===== src/rtl/acs_metric_unit.sv =====
// acs_metric_unit
//   Registered add-compare-select stage for a hard-decision Viterbi decoder
//   (rate-1/2 code, NS = 2^(K-1) trellis states). One trellis step is taken
//   per accepted received symbol pair.
//
//   Optional feature macro: ACS_NORM_EN
//     defined   : metric normalisation (subtract 2^(PM_W-1) when all are high)
//     undefined : metric saturation at 2^PM_W-1
//
// Ports
//   i_clk          clock, rising edge
//   i_rst_n        asynchronous active-low reset
//   i_start        frame start, reload initial metrics
//   i_valid        i_rx_sym valid, perform one trellis step
//   i_rx_sym[1:0]  received hard bits {c1,c0}
//   o_valid        one-cycle strobe, step result valid
//   o_decision     survivor bit per next-state (bit n = state n)
//   o_best_state   index of the minimum registered path metric
//   o_best_metric  value of that minimum metric
module acs_metric_unit #(
  parameter int unsigned    K    = 3,
  parameter logic [K-1:0]   G0   = 3'b111,
  parameter logic [K-1:0]   G1   = 3'b101,
  parameter int unsigned    PM_W = 4
) (
  input  logic                          i_clk,
  input  logic                          i_rst_n,
  input  logic                          i_start,
  input  logic                          i_valid,
  input  logic [1:0]                    i_rx_sym,
  output logic                          o_valid,
  output logic [(2**(K-1))-1:0]         o_decision,
  output logic [K-2:0]                  o_best_state,
  output logic [PM_W-1:0]               o_best_metric
);

  localparam int unsigned NS   = 2 ** (K - 1);
  localparam int unsigned NS_W = K - 1;
  localparam logic [PM_W-1:0] INIT = {1'b0, {(PM_W-1){1'b1}}};
`ifdef ACS_NORM_EN
  localparam logic [PM_W:0] HALF = (PM_W+1)'(1) << (PM_W - 1);
`else
  localparam logic [PM_W:0] MAXV = {1'b0, {PM_W{1'b1}}};
`endif

  logic [PM_W-1:0] pm_q [NS];
  logic [PM_W-1:0] pm_d [NS];
  logic [NS-1:0]   decision_q, decision_d;
  logic            valid_q, valid_d;

  logic [PM_W-1:0] base_pm [NS];
  logic [PM_W:0]   win     [NS];
  logic [NS-1:0]   dec_step;
  logic [NS_W-1:0] ns_idx, pred0, pred1;
  logic            u_bit;
  logic [PM_W:0]   cand0, cand1;
`ifdef ACS_NORM_EN
  logic            all_hi;
`endif
  logic [NS_W-1:0] best_state;
  logic [PM_W-1:0] best_metric;

  // Candidate metric for predecessor s taking input u, at PM_W+1 bits.
  function automatic logic [PM_W:0] cand(input logic [PM_W-1:0] pm,
                                         input logic [NS_W-1:0] s,
                                         input logic            u,
                                         input logic [1:0]      rx);
    logic [K-1:0] r;
    logic [1:0]   d;
    r = {u, s};
    d = {^(r & G1), ^(r & G0)} ^ rx;
    return {1'b0, pm} + (PM_W+1)'(d[0]) + (PM_W+1)'(d[1]);
  endfunction

  // A start in the same cycle as a step makes the step use the initial metrics.
  always_comb begin
    for (int unsigned n = 0; n < NS; n++) begin
      base_pm[n] = i_start ? ((n == 0) ? '0 : INIT) : pm_q[n];
    end
  end

  always_comb begin
    ns_idx   = '0;
    pred0    = '0;
    pred1    = '0;
    u_bit    = 1'b0;
    cand0    = '0;
    cand1    = '0;
    dec_step = '0;
    for (int unsigned n = 0; n < NS; n++) begin
      win[n] = '0;
    end
    for (int unsigned n = 0; n < NS; n++) begin
      ns_idx      = NS_W'(n);
      u_bit       = ns_idx[NS_W-1];
      pred0       = {ns_idx[NS_W-2:0], 1'b0};
      pred1       = {ns_idx[NS_W-2:0], 1'b1};
      cand0       = cand(base_pm[pred0], pred0, u_bit, i_rx_sym);
      cand1       = cand(base_pm[pred1], pred1, u_bit, i_rx_sym);
      dec_step[n] = (cand1 < cand0);
      win[n]      = dec_step[n] ? cand1 : cand0;
    end
  end

  always_comb begin
    valid_d    = i_valid;
    decision_d = decision_q;
    pm_d       = pm_q;
`ifdef ACS_NORM_EN
    all_hi = 1'b1;
    for (int unsigned n = 0; n < NS; n++) begin
      if (win[n] < HALF) all_hi = 1'b0;
    end
`endif
    if (i_valid) begin
      decision_d = dec_step;
      for (int unsigned n = 0; n < NS; n++) begin
`ifdef ACS_NORM_EN
        pm_d[n] = all_hi ? PM_W'(win[n] - HALF) : PM_W'(win[n]);
`else
        pm_d[n] = (win[n] > MAXV) ? MAXV[PM_W-1:0] : win[n][PM_W-1:0];
`endif
      end
    end else if (i_start) begin
      pm_d = base_pm;
    end
  end

  always_ff @(posedge i_clk or negedge i_rst_n) begin
    if (!i_rst_n) begin
      for (int unsigned n = 0; n < NS; n++) begin
        pm_q[n] <= (n == 0) ? '0 : INIT;
      end
      decision_q <= '0;
      valid_q    <= 1'b0;
    end else begin
      pm_q       <= pm_d;
      decision_q <= decision_d;
      valid_q    <= valid_d;
    end
  end

  // Strict compare keeps the lowest index on equal metrics.
  always_comb begin
    best_state  = '0;
    best_metric = pm_q[0];
    for (int unsigned n = 1; n < NS; n++) begin
      if (pm_q[n] < best_metric) begin
        best_metric = pm_q[n];
        best_state  = NS_W'(n);
      end
    end
  end

  assign o_valid       = valid_q;
  assign o_decision    = decision_q;
  assign o_best_state  = best_state;
  assign o_best_metric = best_metric;

endmodule


===== config.mk =====
export PLATFORM = sky130hd
export DESIGN_NAME = acs_metric_unit
export DESIGN_NICKNAME = d
export VERILOG_FILES = /design/src/rtl/acs_metric_unit.sv
export SDC_FILE = /design/constraint.sdc
export NUM_CORES = 1
export LEC_CHECK = 0
export ABC_CLOCK_PERIOD_IN_PS = 15200
export CORE_MARGIN = 8
export CORE_UTILIZATION = 50
export CTS_BUF_LIST = sky130_fd_sc_hd__clkbuf_8
export DETAILED_ROUTE_END_ITERATION = 10
export GPL_TIMING_DRIVEN = 0
export PLACE_DENSITY_LB_ADDON = 0.05
export SYNTH_ARGS = -nofsm -noshare
export SYNTH_HDL_FRONTEND = slang
export SYNTH_SLANG_ARGS = --single-unit

===== constraint.sdc =====
create_clock -name i_clk -period 15.2 [get_ports i_clk]
set_input_delay 3.04 -clock i_clk [delete_from_list [all_inputs] [get_ports i_clk]]
set_output_delay 3.04 -clock i_clk [all_outputs]
set_load 0.05 [all_outputs]

# After elaboration in Yosys (flattened, before gate mapping)
# Index checks and enable logic that the tools add are counted.
totals:
  reg_bits: 21
  inputBits: 6
classes:
  add_sub_neg: 16
  order_cmp: 11
  muxes: 20
  bitwise: 3
  n_reduce_logical: 1
ops:
  columns: ["cell", "n"]
  rows:
  - ["4-bit 2-to-1 mux", 11]
  - ["4-bit by 1-bit adder with 5-bit output", 8]
  - ["5-bit by 1-bit adder with 5-bit output", 8]
  - ["16-bit 2-to-1 mux", 2]
  - ["5-bit by 4-bit greater-than comparator with 1-bit output (second input constant)", 4]
  - ["5-bit less-than comparator", 4]
  - ["5-bit 2-to-1 mux", 4]
  - ["4-bit less-than comparator", 3]
  - ["2-bit 2-to-1 mux", 2]
  - ["1-bit inverter", 2]
  - ["2-bit inverter", 1]
  - ["2-bit nonzero test", 1]
  - ["1-bit 2-to-1 mux", 1]

# Logic depth before layout (Yosys ltp)
# Gate-level depths: netlist of run 1.
logic_depth:
  ltp_word: 8
  mapped_depth: 18
  ltp_nobuf: 17

# Worst setup path after synthesis of run 1
# OpenSTA, ideal clock, no wires.
synth_timing:
  path_type: "reg2out"
  startpoint: "register pm_q[15] in the netlist's numbering"
  endpoint: "output o_best_metric[1]"
  arrival_ns: 4.322
  required_ns: 12.160
  path_slack_ns: 7.838
  stages_incl_launch_ff: 18
  path_cell_list: "dfrtp_1 -> inv_1 -> ha_1 -> o211ai_1 -> o21ai_0 -> mux2i_1 -> ha_1 -> nor2b_1 -> nand2_1 -> o31ai_1 -> o21ai_0 -> ha_1 -> o21a_1 -> o21ai_0 -> a21oi_1 -> or2_1 -> buf_6 -> mux2i_1"
synth_via:
  elab_chain_len: 6
synth_lines:
  columns: ["item", "line", "text"]
  rows:
  - ["start: declaration", "46", "logic [PM_W-1:0] pm_q [NS];"]
  - ["start signal: indexed assignment", "132", "pm_q[n] <= (n == 0) ? '0 : INIT;"]
  - ["start signal: assignment", "137", "pm_q <= pm_d;"]
  - ["4-bit less-than comparator", "148", "if (pm_q[n] < best_metric) begin"]
  - ["4-bit 2-to-1 mux *", "148", null]
  - ["4-bit less-than comparator", "148", null]
  - ["4-bit 2-to-1 mux *", "148", null]
  - ["4-bit less-than comparator", "148", null]
  - ["4-bit 2-to-1 mux *", "148", null]
  - ["end: declaration", "34", "output logic [PM_W-1:0] o_best_metric"]
# Every way passes the cells marked *; elsewhere a longest branch is shown, timed or not.

# Worst setup path after layout of run 1
layout_timing:
  startpoint: "register pm_q[15] in the netlist's numbering"
  endpoint: "output o_best_metric[0]"
# Same word-level chain as after synthesis.

==> flow_summary.json, run 1 <==
{
  "outcome": "complete, no violations",
  "yosysWarnings": 0,
  "clk_latency_ps": 270,
  "min_period_over_period_pct": 55.4,
  "synth_seq_cells": 21,
  "root_buffer": "clkbuf_8",
  "clockBufferDepth": 2,
  "slew_violations": 0,
  "grt_pass1_wl_um": 10600,
  "wl_um": 6130,
  "core_mm2": 0.00472,
  "via_count": 2154,
  "cp-start-kind": "flop",
  "slew_headroom_pct": 38.1,
  "skew_ps": 3.85,
  "via_per_inst": 5.76,
  "worstRegToRegCells": 14,
  "antenna_found_initial": 0,
  "hpwl_um": 4940,
  "syn-cell-area_mm2": 0.00244,
  "path_class": "reg -> out",
  "setup_ws_ps": 6770,
  "startpoint": "pm_q[15]",
  "wl_per_cell_um": 16.4,
  "nets": 358,
  "drive_gt1_share_pct": 8.79,
  "syn-num-nets": 338,
  "dieArea_mm2": 0.00737,
  "syn_inst": 288,
  "regToRegEndpoint": "pm_q[14]",
  "drt_iter0_markers": 143,
  "first_pass_iters": 4,
  "io_pins": 17,
  "h-tree-depth": 1,
  "crit_slowest_cell": "clkdlybuf4s50_1",
  "rsz0062_at_grt": "no",
  "tightestPinTransition_ps": 926,
  "antenna_cells": 0,
  "drc": 0,
  "rows": 25,
  "grt_pass1_vias": 2218,
  "crit_fanout": 6,
  "synthFlopType": "dfrtp_1",
  "cp.arrival_ps": 5390,
  "ys_seq_area_share_pct": 22.0,
  "dp_slack_ps": 7100,
  "hold_depth": 2,
  "worstSetupEndpointType": "output pin",
  "synth.distinct_cells": 46,
  "start_util_pct": 51.7,
  "dieWidth_um": 85.9,
  "cts.clk_slew.worst_paths_ps": 80,
  "min_from": "o_decision[2]",
  "whs_endpoint": "o_decision[2]",
  "cts_buffers": 3,
  "avgSynthCellArea_um2": 8.48,
  "track_usage_pct": 18.0,
  "synth_edf_count": 0,
  "tns_ps": 0,
  "cts.sinks": 21,
  "critical_path.max_stage_delay_ps": 700,
  "cts_tree": "done",
  "post_cts_resized": 0,
  "grt-ovfl-total": 0,
  "globalplace.congestion": 0.922,
  "maxCapViolCount": 0,
  "ant_nets": 0,
  "die_y_um": 85.9,
  "post_cts_buffers": 0,
  "clock.fmax_ghz": 0.119,
  "required_ps": 12160,
  "r2r_start": "pm_q[12]",
  "layout_min_cycle_time_ps": 8430,
  "r2r_setup_slack_ps": 11860,
  "setup_viol": 0,
  "syn2layout_area_growth_pct": 11.5,
  "grt_max_degree": 22,
  "hold_class": "reg -> reg",
  "hold_viol": 0,
  "synthArstFlopShare_pct": 100,
  "io_buffers": 15,
  "ctsHoldBuffers": 0,
  "crit_chain": "inv_1, ha_1, o211ai_1, o21ai_0, mux2i_1, ha_1, nor2b_1, nand2_1, o31ai_1, o21ai_0, ha_1, o21a_1, o21ai_0, a21oi_1, or2_1, buf_6, mux2_4, clkdlybuf4s50_1"
}
==> synth_stat cells, types with 2 or more instances <==
master | count | area share, %
ha_1 | 38 | 19
inv_1 | 29 | 4.5
a21oi_1 | 23 | 4.7
nand2_1 | 16 | 2.5
nor2_1 | 15 | 2.3
o21ai_0 | 15 | 3.1
nor3_1 | 14 | 2.9
dfrtp_1 | 12 | 12
and3_1 | 9 | 2.3
dfstp_2 | 9 | 9.7
or2_2 | 9 | 2.3
xnor2_1 | 9 | 3.2
nand3_1 | 8 | 1.6
clkbuf_1 | 7 | 1.1
fa_1 | 6 | 4.9
a221oi_1 | 5 | 1.8
mux2i_1 | 5 | 2.1
nand2b_1 | 5 | 1.3
nor2b_1 | 5 | 1.3
a21o_1 | 4 | 1.2
nor3b_1 | 4 | 1.2
o22ai_1 | 4 | 1.0
o32ai_1 | 4 | 1.4
a211oi_1 | 3 | 0.92
o22a_1 | 3 | 1.1
a311oi_1 | 2 | 0.72
mux2_2 | 2 | 0.92
nand4b_1 | 2 | 0.72
o211ai_1 | 2 | 0.61
o21a_1 | 2 | 0.61
xor2_1 | 2 | 0.72
==> logic make-up (layout without fill, tap and decap cells) <==
kind of cell               Yosys count  in the layout  synth area share [%]
DFF                                 21             21                  22.0
buffers and inverters               37             56                  6.00
and+or+nand+nor                     92             92                  19.9
AOI/OAI and AO/OA                   75             75                  20.2
xor gates and xnor gates            11             11                  3.95
adders and majority gates           44             44                  24.4
muxes                                8              8                  3.59
==> worst max-delay path: cells and delay by family, from the launching register on <==
family                     cells  cell delay, ps
DFF                            1             460
buffers and inverters          3             990
and+or+nand+nor                3             460
adders and majority gates      3            1010
muxes                          2             460
AOI/OAI and AO/OA              7            1730
==> area by class of cell <==
type                    instances  area, µm²
repair buffers                 15        150
clock inverters                 1       5.00
clock buffers                   3       41.3
inverters                      29        109
plain buffers                   8       37.5
fillers                       459       2000
multi-input cells             230       1760
well taps                      67       83.8
flip-flops and latches         21        537
==> through the flow <==
step                      util [%]  instances  instance area (µm²)  hold slack [ps]
after floorplan                  -        288                 2440              500
after global placement        56.6        370                 2680              471
after detailed placement      56.6        370                 2680              483
after CTS                     57.6        374                 2720              508
after global routing          57.6        374                 2720              524
final                         57.6        374                 2720              503
==> routing by layer <==
layer	GRT usage, %	part of all wire [%]	vias to the layer above
li1	-	-	1082
met1	24.3	49	1027
met2	27.9	45	40
met3	3.53	5.5	5
met4	5.57	0.72	0
met5	0	0	-
==> worst max-delay path by stage <==
stage                            end  slack [ps]  cells past startpoint
finish              o_best_metric[0]        6770                     18
global route        o_best_metric[2]        6290                     18
detailed placement  o_best_metric[0]        7100                     18
global placement    o_best_metric[0]        7100                     18
CTS                 o_best_metric[0]        6790                     18
floorplan           o_best_metric[1]        7840                     17
==> flip-flops by register name, summed over array words and instances (netlist names) <==
name / count
pm_q: 16
o_decision: 4
o_valid: 1
==> placed cells by master, fill, tap and decap left out, types with 2 or more instances in the layout <==
| cell | instances |
|---|---|
| clkbuf_1 | 7 |
| clkdlybuf4s50_1 | 15 |
| or2_2 | 9 |
| a21o_1 | 4 |
| a21oi_1 | 23 |
| o22a_1 | 3 |
| clkbuf_8 | 3 |
| o22ai_1 | 4 |
| ha_1 | 38 |
| nor2b_1 | 5 |
| a311oi_1 | 2 |
| dfrtp_1 | 12 |
| xnor2_1 | 9 |
| fa_1 | 6 |
| mux2i_1 | 5 |
| xor2_1 | 2 |
| a211oi_1 | 3 |
| dfstp_2 | 9 |
| o21ai_0 | 15 |
| o211ai_1 | 2 |
| nor3_1 | 14 |
| o21a_1 | 2 |
| and3_1 | 9 |
| a221oi_1 | 5 |
| nand4b_1 | 2 |
| nor3b_1 | 4 |
| nand2b_1 | 5 |
| mux2_2 | 2 |
| o32ai_1 | 4 |
| inv_1 | 29 |
| nor2_1 | 15 |
| nand2_1 | 16 |
| nand3_1 | 8 |
Power of run 1 is not shown: default switching activity piles up to over one toggle a cycle in this logic, so the estimate is an artifact.
==> run 2, diff against run 1 <==
ABC_CLOCK_PERIOD_IN_PS = 7600   (was 15200)
clock period = 7.6 ns   (was 15.2 ns; I/O delays follow)
==> results of run 2 <==
Same layout as run 1 (identical final DEF). Status: complete, no violations.
Main changes from that run: setup slack after placement 7100 ps -> 1020 ps; setup slack after layout 6770 ps -> 692 ps; register-to-register setup slack 11860 ps -> 4260 ps
Power of run 2 is left out for the same reason.
==> run 3, diff against run 2 <==
CORE_UTILIZATION = 56   (was 50)
==> run 3 against run 2 <==
Critical path depth unchanged. Non-clock buffer count stayed put. Core utilization rose by 5.8 points. Final cell count is 4.0% lower. Design area is 0.69% lower. Critical endpoint unchanged. First-iteration DRC count is 10% lower. Via count grew 1.6%. Clock skew rose by 0.88 ps. Routed wire length down 1.2%. Highest routed layer unchanged. Clock-buffer cell count did not move.
==> flow_summary.json, run 3 (synthesized netlist as in run 1, its figures left out) <==
{
  "nets": 358,
  "drc": 0,
  "regArea_um2": 537,
  "cp_top_family": "compound AO/OA/AOI/OAI gates",
  "min_period_over_period_pct": 92.2,
  "largest_register_ffs": 16,
  "top_layer_used": "met4",
  "outcome": "complete, no violations",
  "track_usage_pct": 19.3,
  "hold_viol": 0,
  "io_pins": 17,
  "dieWidth_um": 82.0,
  "hpwl_um": 4700,
  "post_cts_buffers": 0,
  "mostFrequentLayoutCells": "ha_1 (38), inv_1 (29), a21oi_1 (23)",
  "dieArea_mm2": 0.00673,
  "crit_slowest_cell": "clkdlybuf4s50_1",
  "die_y_um": 82.0,
  "hold_depth": 2,
  "wl_um": 6060,
  "drt_iter0_markers": 128,
  "critical_path.max_stage_delay_ps": 700,
  "cts.clk_slew.worst_paths_ps": 90,
  "via_count": 2189,
  "rows": 24,
  "fill_cells": 378,
  "tns_ps": 0,
  "grt-ovfl-total": 0,
  "worstSetupEndpointType": "output pin",
  "wl_per_cell_um": 16.9,
  "top_register": "pm_q",
  "maxCapViolCount": 0,
  "antenna_found_initial": 0,
  "layout_min_cycle_time_ps": 7010,
  "hold_class": "reg -> reg",
  "final_common_cell": "ha_1",
  "r2r_setup_slack_ps": 4270,
  "root_buffer": "clkbuf_8",
  "ant_nets": 0,
  "core_mm2": 0.00426,
  "crit_buf_inv": 3,
  "post_cts_resized": 0,
  "route.met2.wl_um": 2650,
  "cts_tree": "done",
  "antenna_cells": 0,
  "cp-start-kind": "flop",
  "r2r_start": "pm_q[12]",
  "slew_violations": 0,
  "setup_viol": 0,
  "min_from": "o_decision[1]",
  "ctsHoldBuffers": 0,
  "skew_ps": 4.73,
  "first_pass_iters": 4,
  "clockBufferDepth": 2,
  "grt_pass1_wl_um": 10100,
  "tightestPinTransition_ps": 988,
  "io_buffers": 15,
  "drive_gt1_share_pct": 8.79,
  "met3_wirelength_um": 332,
  "globalplace.congestion": 0.897,
  "grt_max_degree": 22,
  "required_ps": 6080,
  "h-tree-depth": 1,
  "cts_buffers": 3,
  "path_class": "reg -> out",
  "syn2layout_area_growth_pct": 10.7,
  "crit_chain": "inv_1, ha_1, o211ai_1, o21ai_0, mux2i_1, ha_1, nor2b_1, nand2_1, o31ai_1, o21ai_0, ha_1, o21a_1, o21ai_0, a21oi_1, or2_1, buf_6, mux2_4, clkdlybuf4s50_1",
  "start_util_pct": 57.2,
  "whs_endpoint": "o_decision[1]",
  "crit_fanout": 6,
  "multi_input_area_mm2": 0.00176,
  "via_per_inst": 6.10,
  "cts.sinks": 21,
  "clk_latency_ps": 270,
  "worstRegToRegCells": 14,
  "dp_slack_ps": 914,
  "cp.arrival_ps": 5490,
  "wirelength_met1_um": 3000,
  "clock.fmax_ghz": 0.143,
  "rsz0062_at_grt": "no",
  "grt_pass1_vias": 2061,
  "regToRegEndpoint": "pm_q[14]",
  "setup_ws_ps": 589,
  "slew_headroom_pct": 34.0
}
-- run 3: cell counts in the layout (fill, tap and decap cells not counted) --
No cell type changed its count.
-- run 3: area by class of cell --
cell class / count / share of cell area, %
plain buffers: 8 / 1.39
flip-flops and latches: 21 / 19.9
multi-input cells: 230 / 65.0
clock buffers: 3 / 1.53
clock inverters: 1 / 0.185
well taps: 52 / 2.41
repair buffers: 15 / 5.56
inverters: 29 / 4.03
-- run 3: how the worst max path moves through the flow --
stage | slack (ps) | cells after the start | from | end
6_report | 590 | 18 | pm_q[15] | o_best_metric[0]
5_1_grt | 330 | 18 | pm_q[15] | o_best_metric[0]
2_1_floorplan | 1760 | 17 | pm_q[15] | o_best_metric[1]
3_3_place_gp | 1050 | 18 | pm_q[15] | o_best_metric[0]
3_5_place_dp | 910 | 18 | pm_q[15] | o_best_metric[0]
4_1_cts | 590 | 18 | pm_q[15] | o_best_metric[0]
-- run 3: routing by layer --
layer / global-route usage (%) / vias to the layer above
met5: 0 / -
met4: 6.32 / 0
met3: 2.63 / 8
met2: 29.7 / 72
met1: 27.0 / 1026
li1: - / 1083
-- run 3: worst register-to-register path, cell delays in order, from the launching register on --
cell	delay [ps]
dfrtp_1	430
nor2b_1	290
xnor2_1	200
inv_1	70
ha_1	190
or2_2	300
ha_1	300
inv_1	50
ha_1	260
a21o_1	150
a21oi_1	140
o21a_1	130
clkbuf_1	300
nor3b_1	290
nor3_1	100
-- run 3: metrics by stage --
step	cell area [µm²]	hold slack (ps)	std cells	utilization (%)
floorplan	2440	500	288	-
global placement	2660	471	355	62.3
detailed placement	2660	478	355	62.3
CTS	2700	511	359	63.4
global route	2700	527	359	63.4
finish	2700	499	359	63.4
Power of run 3 is left out for the same reason.
